## config.mk

```make
export PLATFORM = sky130hd
export DESIGN_NAME = rv_multicycle_ctrl
export DESIGN_NICKNAME = d
export VERILOG_FILES = /design/src/rtl/rv_multicycle_ctrl.sv
export SDC_FILE = /design/constraint.sdc
export NUM_CORES = 1
export LEC_CHECK = 0
export ABC_CLOCK_PERIOD_IN_PS = 6380
export CORE_ASPECT_RATIO = 0.8
export CORE_MARGIN = 2
export CORE_UTILIZATION = 49
export CTS_CLUSTER_SIZE = 8
export DETAILED_ROUTE_END_ITERATION = 10
export PLACE_DENSITY = 0.83
export SYNTH_ARGS = -nofsm -noshare
export SYNTH_HDL_FRONTEND = slang
export SYNTH_SLANG_ARGS = --single-unit
```

## constraint.sdc

```tcl
create_clock -name clk_i -period 6.38 [get_ports clk_i]
set_input_delay 1.595 -clock clk_i [delete_from_list [all_inputs] [get_ports clk_i]]
set_output_delay 1.595 -clock clk_i [all_outputs]
set_load 0.02 [all_outputs]
```

## src/rtl/rv_multicycle_ctrl.sv

```systemverilog
// -----------------------------------------------------------------------------
// rv_multicycle_ctrl
//
// Multi-cycle sequencer for the RV32I datapath. It holds the instruction
// register, decodes it, and drives every datapath control input. Instruction
// and data memory are reached through req/ready handshakes, so either memory
// may take several cycles to answer. The block also counts retired
// instructions and can stop the core on an illegal opcode or on a bus timeout.
//
// Parameters
//   BUS_TIMEOUT  cycles a request may wait for ready before bus_error (0 = never)
//   INSTRET_W    width of the retired-instruction counter
//
// Ports
//   clk_i                   core clock
//   reset_i                 synchronous, active-high reset
//   imem_req_o              instruction fetch request (PC is the address)
//   imem_ready_i            fetch data valid this cycle
//   imem_rdata_i            fetched instruction word
//   machineCode_o           instruction register contents to the datapath
//   pc_en_o                 PC loads its next value at the coming edge
//   regFile_wr_en_o         register file write strobe
//   ALUControl_o            {funct7[5], funct3}; ADD for load/store/jalr/lui/auipc
//   extType_o               immediate format: 000 I, 001 S, 010 B, 011 U, 100 J
//   AluSrcMuxSel_o          ALU operand B: 0 rs2, 1 immediate
//   RFWriteDataSrcMuxSel_o  write-back source: 00 ALU, 01 dmem, 10 imm, 11 PC-relative
//   Bbranch_o               conditional branch in progress
//   Jbranch_o               JAL or JALR in progress
//   JIbranch_o              JALR in progress (register-relative target)
//   dmem_req_o              data memory request
//   dmem_we_o               1 store, 0 load (meaningful only with dmem_req_o)
//   dmem_ready_i            data access complete / load data valid
//   illegal_instr_o         sticky: unsupported opcode decoded
//   bus_error_o             sticky: handshake timed out
//   instret_o               retired instruction count (wraps)
// -----------------------------------------------------------------------------
module rv_multicycle_ctrl #(
    parameter int BUS_TIMEOUT = 255,
    parameter int INSTRET_W   = 32
) (
    input  logic                 clk_i,
    input  logic                 reset_i,
    output logic                 imem_req_o,
    input  logic                 imem_ready_i,
    input  logic [31:0]          imem_rdata_i,
    output logic [31:0]          machineCode_o,
    output logic                 pc_en_o,
    output logic                 regFile_wr_en_o,
    output logic [3:0]           ALUControl_o,
    output logic [2:0]           extType_o,
    output logic                 AluSrcMuxSel_o,
    output logic [1:0]           RFWriteDataSrcMuxSel_o,
    output logic                 Bbranch_o,
    output logic                 Jbranch_o,
    output logic                 JIbranch_o,
    output logic                 dmem_req_o,
    output logic                 dmem_we_o,
    input  logic                 dmem_ready_i,
    output logic                 illegal_instr_o,
    output logic                 bus_error_o,
    output logic [INSTRET_W-1:0] instret_o
);

    localparam logic [6:0] OP_R      = 7'b0110011;
    localparam logic [6:0] OP_IMM    = 7'b0010011;
    localparam logic [6:0] OP_LUI    = 7'b0110111;
    localparam logic [6:0] OP_AUIPC  = 7'b0010111;
    localparam logic [6:0] OP_JAL    = 7'b1101111;
    localparam logic [6:0] OP_JALR   = 7'b1100111;
    localparam logic [6:0] OP_BRANCH = 7'b1100011;
    localparam logic [6:0] OP_LOAD   = 7'b0000011;
    localparam logic [6:0] OP_STORE  = 7'b0100011;

    localparam logic [31:0] NOP = 32'h0000_0013;

    // The wait counter only has to count to BUS_TIMEOUT-1.
    localparam int CNT_W = (BUS_TIMEOUT > 1) ? $clog2(BUS_TIMEOUT) : 1;
    localparam logic [CNT_W-1:0] LAST_WAIT = CNT_W'((BUS_TIMEOUT > 0) ? (BUS_TIMEOUT - 1) : 0);

    typedef enum logic [2:0] {
        FETCH,
        DECODE,
        EXEC,
        MEM,
        WB,
        HALT
    } state_t;

    state_t               state_q;
    logic [31:0]          ir_q;
    logic [CNT_W-1:0]     waitCnt_q;
    logic                 illegal_q;
    logic                 busErr_q;
    logic [INSTRET_W-1:0] instret_q;

    logic [6:0] opcode;
    logic [2:0] funct3;
    logic [3:0] decAlu;
    logic [2:0] decExt;
    logic       decSrc;
    logic [1:0] decSel;
    logic       decB;
    logic       decJ;
    logic       decJI;
    logic       decMem;
    logic       decStore;
    logic       decLegal;
    logic       timeoutHit;

    assign opcode = ir_q[6:0];
    assign funct3 = ir_q[14:12];

    // The last cycle a request may still wait. A ready seen in that same cycle
    // is accepted, because ready is tested before timeoutHit in the FSM.
    assign timeoutHit = (BUS_TIMEOUT != 0) && (waitCnt_q == LAST_WAIT);

    // Decode of the instruction register into datapath controls. Mux selects
    // and the ALU function follow the IR in every state; only the strobes
    // below are qualified by the sequencer state.
    always_comb begin
        decAlu   = 4'b0000;
        decExt   = 3'b000;
        decSrc   = 1'b0;
        decSel   = 2'b00;
        decB     = 1'b0;
        decJ     = 1'b0;
        decJI    = 1'b0;
        decMem   = 1'b0;
        decStore = 1'b0;
        decLegal = 1'b1;
        case (opcode)
            OP_R: begin
                decAlu = {ir_q[30], funct3};
            end
            OP_IMM: begin
                // Bit 30 of an I-type word is immediate data except for the
                // shift-right-immediate pair, where it selects SRAI over SRLI.
                decAlu = {(funct3 == 3'b101) & ir_q[30], funct3};
                decSrc = 1'b1;
            end
            OP_LUI: begin
                decExt = 3'b011;
                decSrc = 1'b1;
                decSel = 2'b10;
            end
            OP_AUIPC: begin
                decExt = 3'b011;
                decSrc = 1'b1;
                decSel = 2'b11;
            end
            OP_JAL: begin
                decExt = 3'b100;
                decSrc = 1'b1;
                decSel = 2'b11;
                decJ   = 1'b1;
            end
            OP_JALR: begin
                decSrc = 1'b1;
                decSel = 2'b11;
                decJ   = 1'b1;
                decJI  = 1'b1;
            end
            OP_BRANCH: begin
                decExt = 3'b010;
                decAlu = {1'b0, funct3};
                decB   = 1'b1;
            end
            OP_LOAD: begin
                decSrc = 1'b1;
                decSel = 2'b01;
                decMem = 1'b1;
            end
            OP_STORE: begin
                decExt   = 3'b001;
                decSrc   = 1'b1;
                decMem   = 1'b1;
                decStore = 1'b1;
            end
            default: begin
                decLegal = 1'b0;
            end
        endcase
    end

    // Sequencer: instruction register, wait counter, sticky flags and the
    // retire counter all advance together. The wait counter is cleared on
    // every accepted handshake so it always starts from zero in a new state.
    always_ff @(posedge clk_i) begin
        if (reset_i) begin
            state_q   <= FETCH;
            ir_q      <= NOP;
            waitCnt_q <= '0;
            illegal_q <= 1'b0;
            busErr_q  <= 1'b0;
            instret_q <= '0;
        end else begin
            case (state_q)
                FETCH: begin
                    if (imem_ready_i) begin
                        ir_q      <= imem_rdata_i;
                        waitCnt_q <= '0;
                        state_q   <= DECODE;
                    end else if (timeoutHit) begin
                        waitCnt_q <= '0;
                        busErr_q  <= 1'b1;
                        state_q   <= HALT;
                    end else begin
                        waitCnt_q <= waitCnt_q + 1'b1;
                    end
                end
                DECODE: begin
                    waitCnt_q <= '0;
                    if (!decLegal) begin
                        illegal_q <= 1'b1;
                        state_q   <= HALT;
                    end else if (decMem) begin
                        state_q <= MEM;
                    end else begin
                        state_q <= EXEC;
                    end
                end
                EXEC: begin
                    waitCnt_q <= '0;
                    instret_q <= instret_q + 1'b1;
                    state_q   <= FETCH;
                end
                MEM: begin
                    if (dmem_ready_i) begin
                        waitCnt_q <= '0;
                        if (decStore) begin
                            instret_q <= instret_q + 1'b1;
                            state_q   <= FETCH;
                        end else begin
                            state_q <= WB;
                        end
                    end else if (timeoutHit) begin
                        waitCnt_q <= '0;
                        busErr_q  <= 1'b1;
                        state_q   <= HALT;
                    end else begin
                        waitCnt_q <= waitCnt_q + 1'b1;
                    end
                end
                WB: begin
                    waitCnt_q <= '0;
                    instret_q <= instret_q + 1'b1;
                    state_q   <= FETCH;
                end
                HALT: begin
                    waitCnt_q <= '0;
                end
                default: begin
                    waitCnt_q <= '0;
                    state_q   <= FETCH;
                end
            endcase
        end
    end

    // Strobes and requests are decoded from the state and forced low while
    // reset is asserted. A store retires in the MEM cycle in which ready
    // arrives, so its pc_en pulse follows dmem_ready_i directly.
    always_comb begin
        imem_req_o      = 1'b0;
        dmem_req_o      = 1'b0;
        dmem_we_o       = 1'b0;
        pc_en_o         = 1'b0;
        regFile_wr_en_o = 1'b0;
        Bbranch_o       = 1'b0;
        Jbranch_o       = 1'b0;
        JIbranch_o      = 1'b0;
        if (!reset_i) begin
            case (state_q)
                FETCH: begin
                    imem_req_o = 1'b1;
                end
                EXEC: begin
                    pc_en_o         = 1'b1;
                    regFile_wr_en_o = !decB;
                    Bbranch_o       = decB;
                    Jbranch_o       = decJ;
                    JIbranch_o      = decJI;
                end
                MEM: begin
                    dmem_req_o = 1'b1;
                    dmem_we_o  = decStore;
                    pc_en_o    = decStore & dmem_ready_i;
                end
                WB: begin
                    pc_en_o         = 1'b1;
                    regFile_wr_en_o = 1'b1;
                end
                default: begin
                    imem_req_o = 1'b0;
                end
            endcase
        end
    end

    assign machineCode_o          = ir_q;
    assign ALUControl_o           = decAlu;
    assign extType_o              = decExt;
    assign AluSrcMuxSel_o         = decSrc;
    assign RFWriteDataSrcMuxSel_o = decSel;
    assign illegal_instr_o        = illegal_q;
    assign bus_error_o            = busErr_q;
    assign instret_o              = instret_q;

endmodule

```

==> flow_metrics.tcl <==
set metrics [dict create \
    outcome "complete, no violations" \
    cts.sinks 77 \
    p_leak_nw 1.72 \
    clockRootBuffer "clkbuf_8" \
    post-place-ws_ns 1.21 \
    mostFrequentLayoutCells "clkdlybuf4s50_1 (118), dfxtp_1 (77), nand2_1 (72), a21oi_1 (51), nor2_1 (48)" \
    finalSetupTns_ns 0 \
    io-pin-count 120 \
    synth_top_family_by_area "simple AND/OR/NAND/NOR gates" \
    antenna_found_initial 0 \
    p_per_area_mw_per_mm2 250 \
    fp.dieArea_mm2 0.00798 \
    nFillCells 582 \
    grt_use_total_pct 24.1 \
    relSlewSlack_pct 22.3 \
    setup_violations 0 \
    cts_tree "yes" \
    grt_pass1_vias 3222 \
    final-instance-count-excl-fill 640 \
    cpLargestDelayFamily "buffers and inverters" \
    layout-drive-gt1-share_pct 4.16 \
    ys_seq_area_share_pct 43.2 \
    fp-row-count 27 \
    critical_path_arrival_ns 3.58 \
    overflow 0 \
    crit_path_max_fanout 24 \
    critPathRequiredTime_ns 4.79 \
    synth_compound_area_share_pct 17.1 \
    vias 3545 \
    power_frac_clock_pct 31.4 \
    clock_latency_ns 0.34 \
    first_iter_violations 189 \
    synth_fp_nets 484 \
    antenna_left 0 \
    place.port_buffers 119 \
    cts_resized 0 \
    via_per_inst 5.54 \
    drc 0 \
    slew_violations 0 \
    cts_hold_buf 0 \
    synth-xor-area-share_pct 6.63 \
    grt_pass1_wl_mm 15.6 \
    cts_setup_buffers 0 \
    cp_slowest_cell "clkdlybuf4s50_1" \
    hold_violations 0 \
    sw_frac_of_total_pct 30.5 \
    syn-cell-area_mm2 0.00357 \
    clock_skew_ns 0.0103 \
    final_common_cell "clkdlybuf4s50_1" \
    path_clk_slew_ns 0.07 \
    diodes 0 \
    finalPower_mw 1.24 \
    htreeDepth 3 \
    cp_num_buf_inv 3 \
    hpwl_mm 6.75 \
    comb_power_share_pct 24.3 \
    syn_to_final_growth_pct 38.9 \
    synth_simple_gate_area_share_pct 27.6 \
    hold_slack_ns 0.453 \
    end_kind "primary output" \
    irDropWorstVdd_v 0.000162 \
    switching_power_mw 0.378 \
    synthMuxAreaShare_pct 0 \
    p_int_mw 0.863 \
    min-delay-path-class "flip-flop to flip-flop" \
    clockBufferDepth 2 \
    multi_input_area_mm2 0.00187 \
    drv_cap 0 \
    synthAdderAreaFrac_pct 1.05 \
    rsz0062_at_grt "false" \
    die_x_um 99.4 \
    yosysUniqueCellTypes 43 \
    crit_path_max_incr_delay_ns 0.61 \
    period_share_pct 81.1 \
    wl_per_cell_um 14.9 \
    dr.pass1.iters 4 \
    worstPathCellList "clkdlybuf4s50_1 > nand3b_1 > nor4_4 > buf_4 > nor2_1 > nor2_1 > clkdlybuf4s50_1" \
    dp_cells 624 \
    drt_wl_total_mm 9.52 \
    yosysWarnings 0 \
    max_freq_ghz 0.193 \
    p_seq_share_pct 44.3 \
    syn_area_per_cell_um2 8.02 \
    finalNetCount 587 \
    critPathLaunchType "input pin" \
    worst_pin_slew_ns 1.16 \
    period_minus_slack_ns 5.17 \
    core_mm2 0.00696 \
    yosys_register_bits 77 \
    die_h_um 80.3 \
    grt_max_degree 66 \
    cts_buffers 9 \
    synthCells 445 \
    start_util_pct 51.3 \
    place.gp.congestion 0.890 \
    layout_setup_ws_ns 1.21 \
    crit_type "input pin to primary output" \
    register_area_mm2 0.00154 \
]
metal layers:
metal / global-route usage (%) / vias up / wire length (um) / share of wire (%)
met2: 37.6 / 120 / 4420 / 46
met4: 7.12 / 0 / 125 / 1.3
met1: 32.3 / 1655 / 4370 / 46
met3: 7.22 / 15 / 600 / 6.3
met5: 0 / - / 0 / 0
li1: - / 1755 / - / -
power by group through the flow:
| stage | Clock (mW) | Combinational [mW] | Sequential, mW |
|---|---|---|---|
| global placement | 0 | 0.296 | 0.557 |
| detailed placement | 0 | 0.300 | 0.559 |
| CTS | 0.400 | 0.302 | 0.548 |
| global route | 0.420 | 0.329 | 0.555 |
| floorplan | 0 | 0.157 | 0.578 |
| finish | 0.390 | 0.301 | 0.549 |
layout make-up:
class / instances / area share (%)
Tap cell: 87 / 2.20
Sequential cell: 77 / 31.1
Multi-Input combinational cell: 331 / 37.7
Timing Repair Buffer: 121 / 24.2
Clock buffer: 12 / 2.73
Clock inverter: 4 / 1.46
Inverter: 8 / 0.606
through the flow:
| stage | utilization [%] | instance area (um2) |
|---|---|---|
| floorplan | - | 3570 |
| global placement | 68.2 | 4750 |
| detailed placement | 68.2 | 4750 |
| finish | 71.2 | 4960 |
| global route | 71.2 | 4960 |
| CTS | 71.2 | 4960 |
path summary, 6_finish.rpt:
kind	startpoint	end	slack (ns)	depth (start not counted)
worst max-delay path	dmem_ready_i	pc_en_o	1.21	7
worst max register to register	machineCode_o[2]$_SDFFE_PP0P_	instret_o[26]$_SDFFE_PP0P_	4.05	6
worst min register to register	machineCode_o[9]$_SDFFE_PP0P_	machineCode_o[9]$_SDFFE_PP0P_	0.45	2
worst min-delay path	machineCode_o[9]$_SDFFE_PP0P_	machineCode_o[9]$_SDFFE_PP0P_	0.45	2
state kept, by name, summed over array words and instances, names as in the netlist:
| register | cells |
|---|---|
| bus_error_o | 1 |
| instret_o | 32 |
| machineCode_o | 32 |
| waitCnt_q | 8 |
| state_q | 3 |
| illegal_instr_o | 1 |
cell usage after synthesis, drive strengths merged:
master	count	area, um2
nor3b	1	7.51
o21ai	20	100
a211o	2	17.5
inv	8	30.0
nor3	7	35.0
or3b	1	8.76
a31oi	1	6.26
nand2	72	270
a2bb2oi	1	8.76
xnor2	4	35.0
a21oi	51	255
a22oi	1	7.51
o211ai	8	60.1
or3	14	92.6
o41a	1	11.3
o21ba	1	10.0
a221oi	1	8.76
o21a	2	15.0
o2111ai	11	109
and4	4	35.0
ha	3	37.5
nor4	9	77.6
and3b	1	8.76
dfxtp	77	1540
nand2b	2	12.5
buf	5	38.8
xor2	23	201
nand4	10	62.6
nand3	10	50.1
and3	6	37.5
clkbuf	24	90.1
and2	7	43.8
nor2	48	180
nand3b	4	30.0
nor2b	5	31.3
tightest hold or removal path, delay by kind of cell, from the launching register on:
kind	cells	cell delay, ns
flip-flops	1	0.31
AO/OA/AOI/OAI	1	0.05
AND/OR/NAND/NOR	1	0.05
cell families (layout without fill, tap and decap cells):
family | count (synthesis) | count (layout)
DFF | 77 | 77
and+or+nand+nor | 201 | 201
AOI/OAI and AO/OA | 100 | 100
xor gates and xnor gates | 27 | 27
buffers and inverters | 37 | 145
adders and majority gates | 3 | 3
Power figures use the tool's default switching activity.
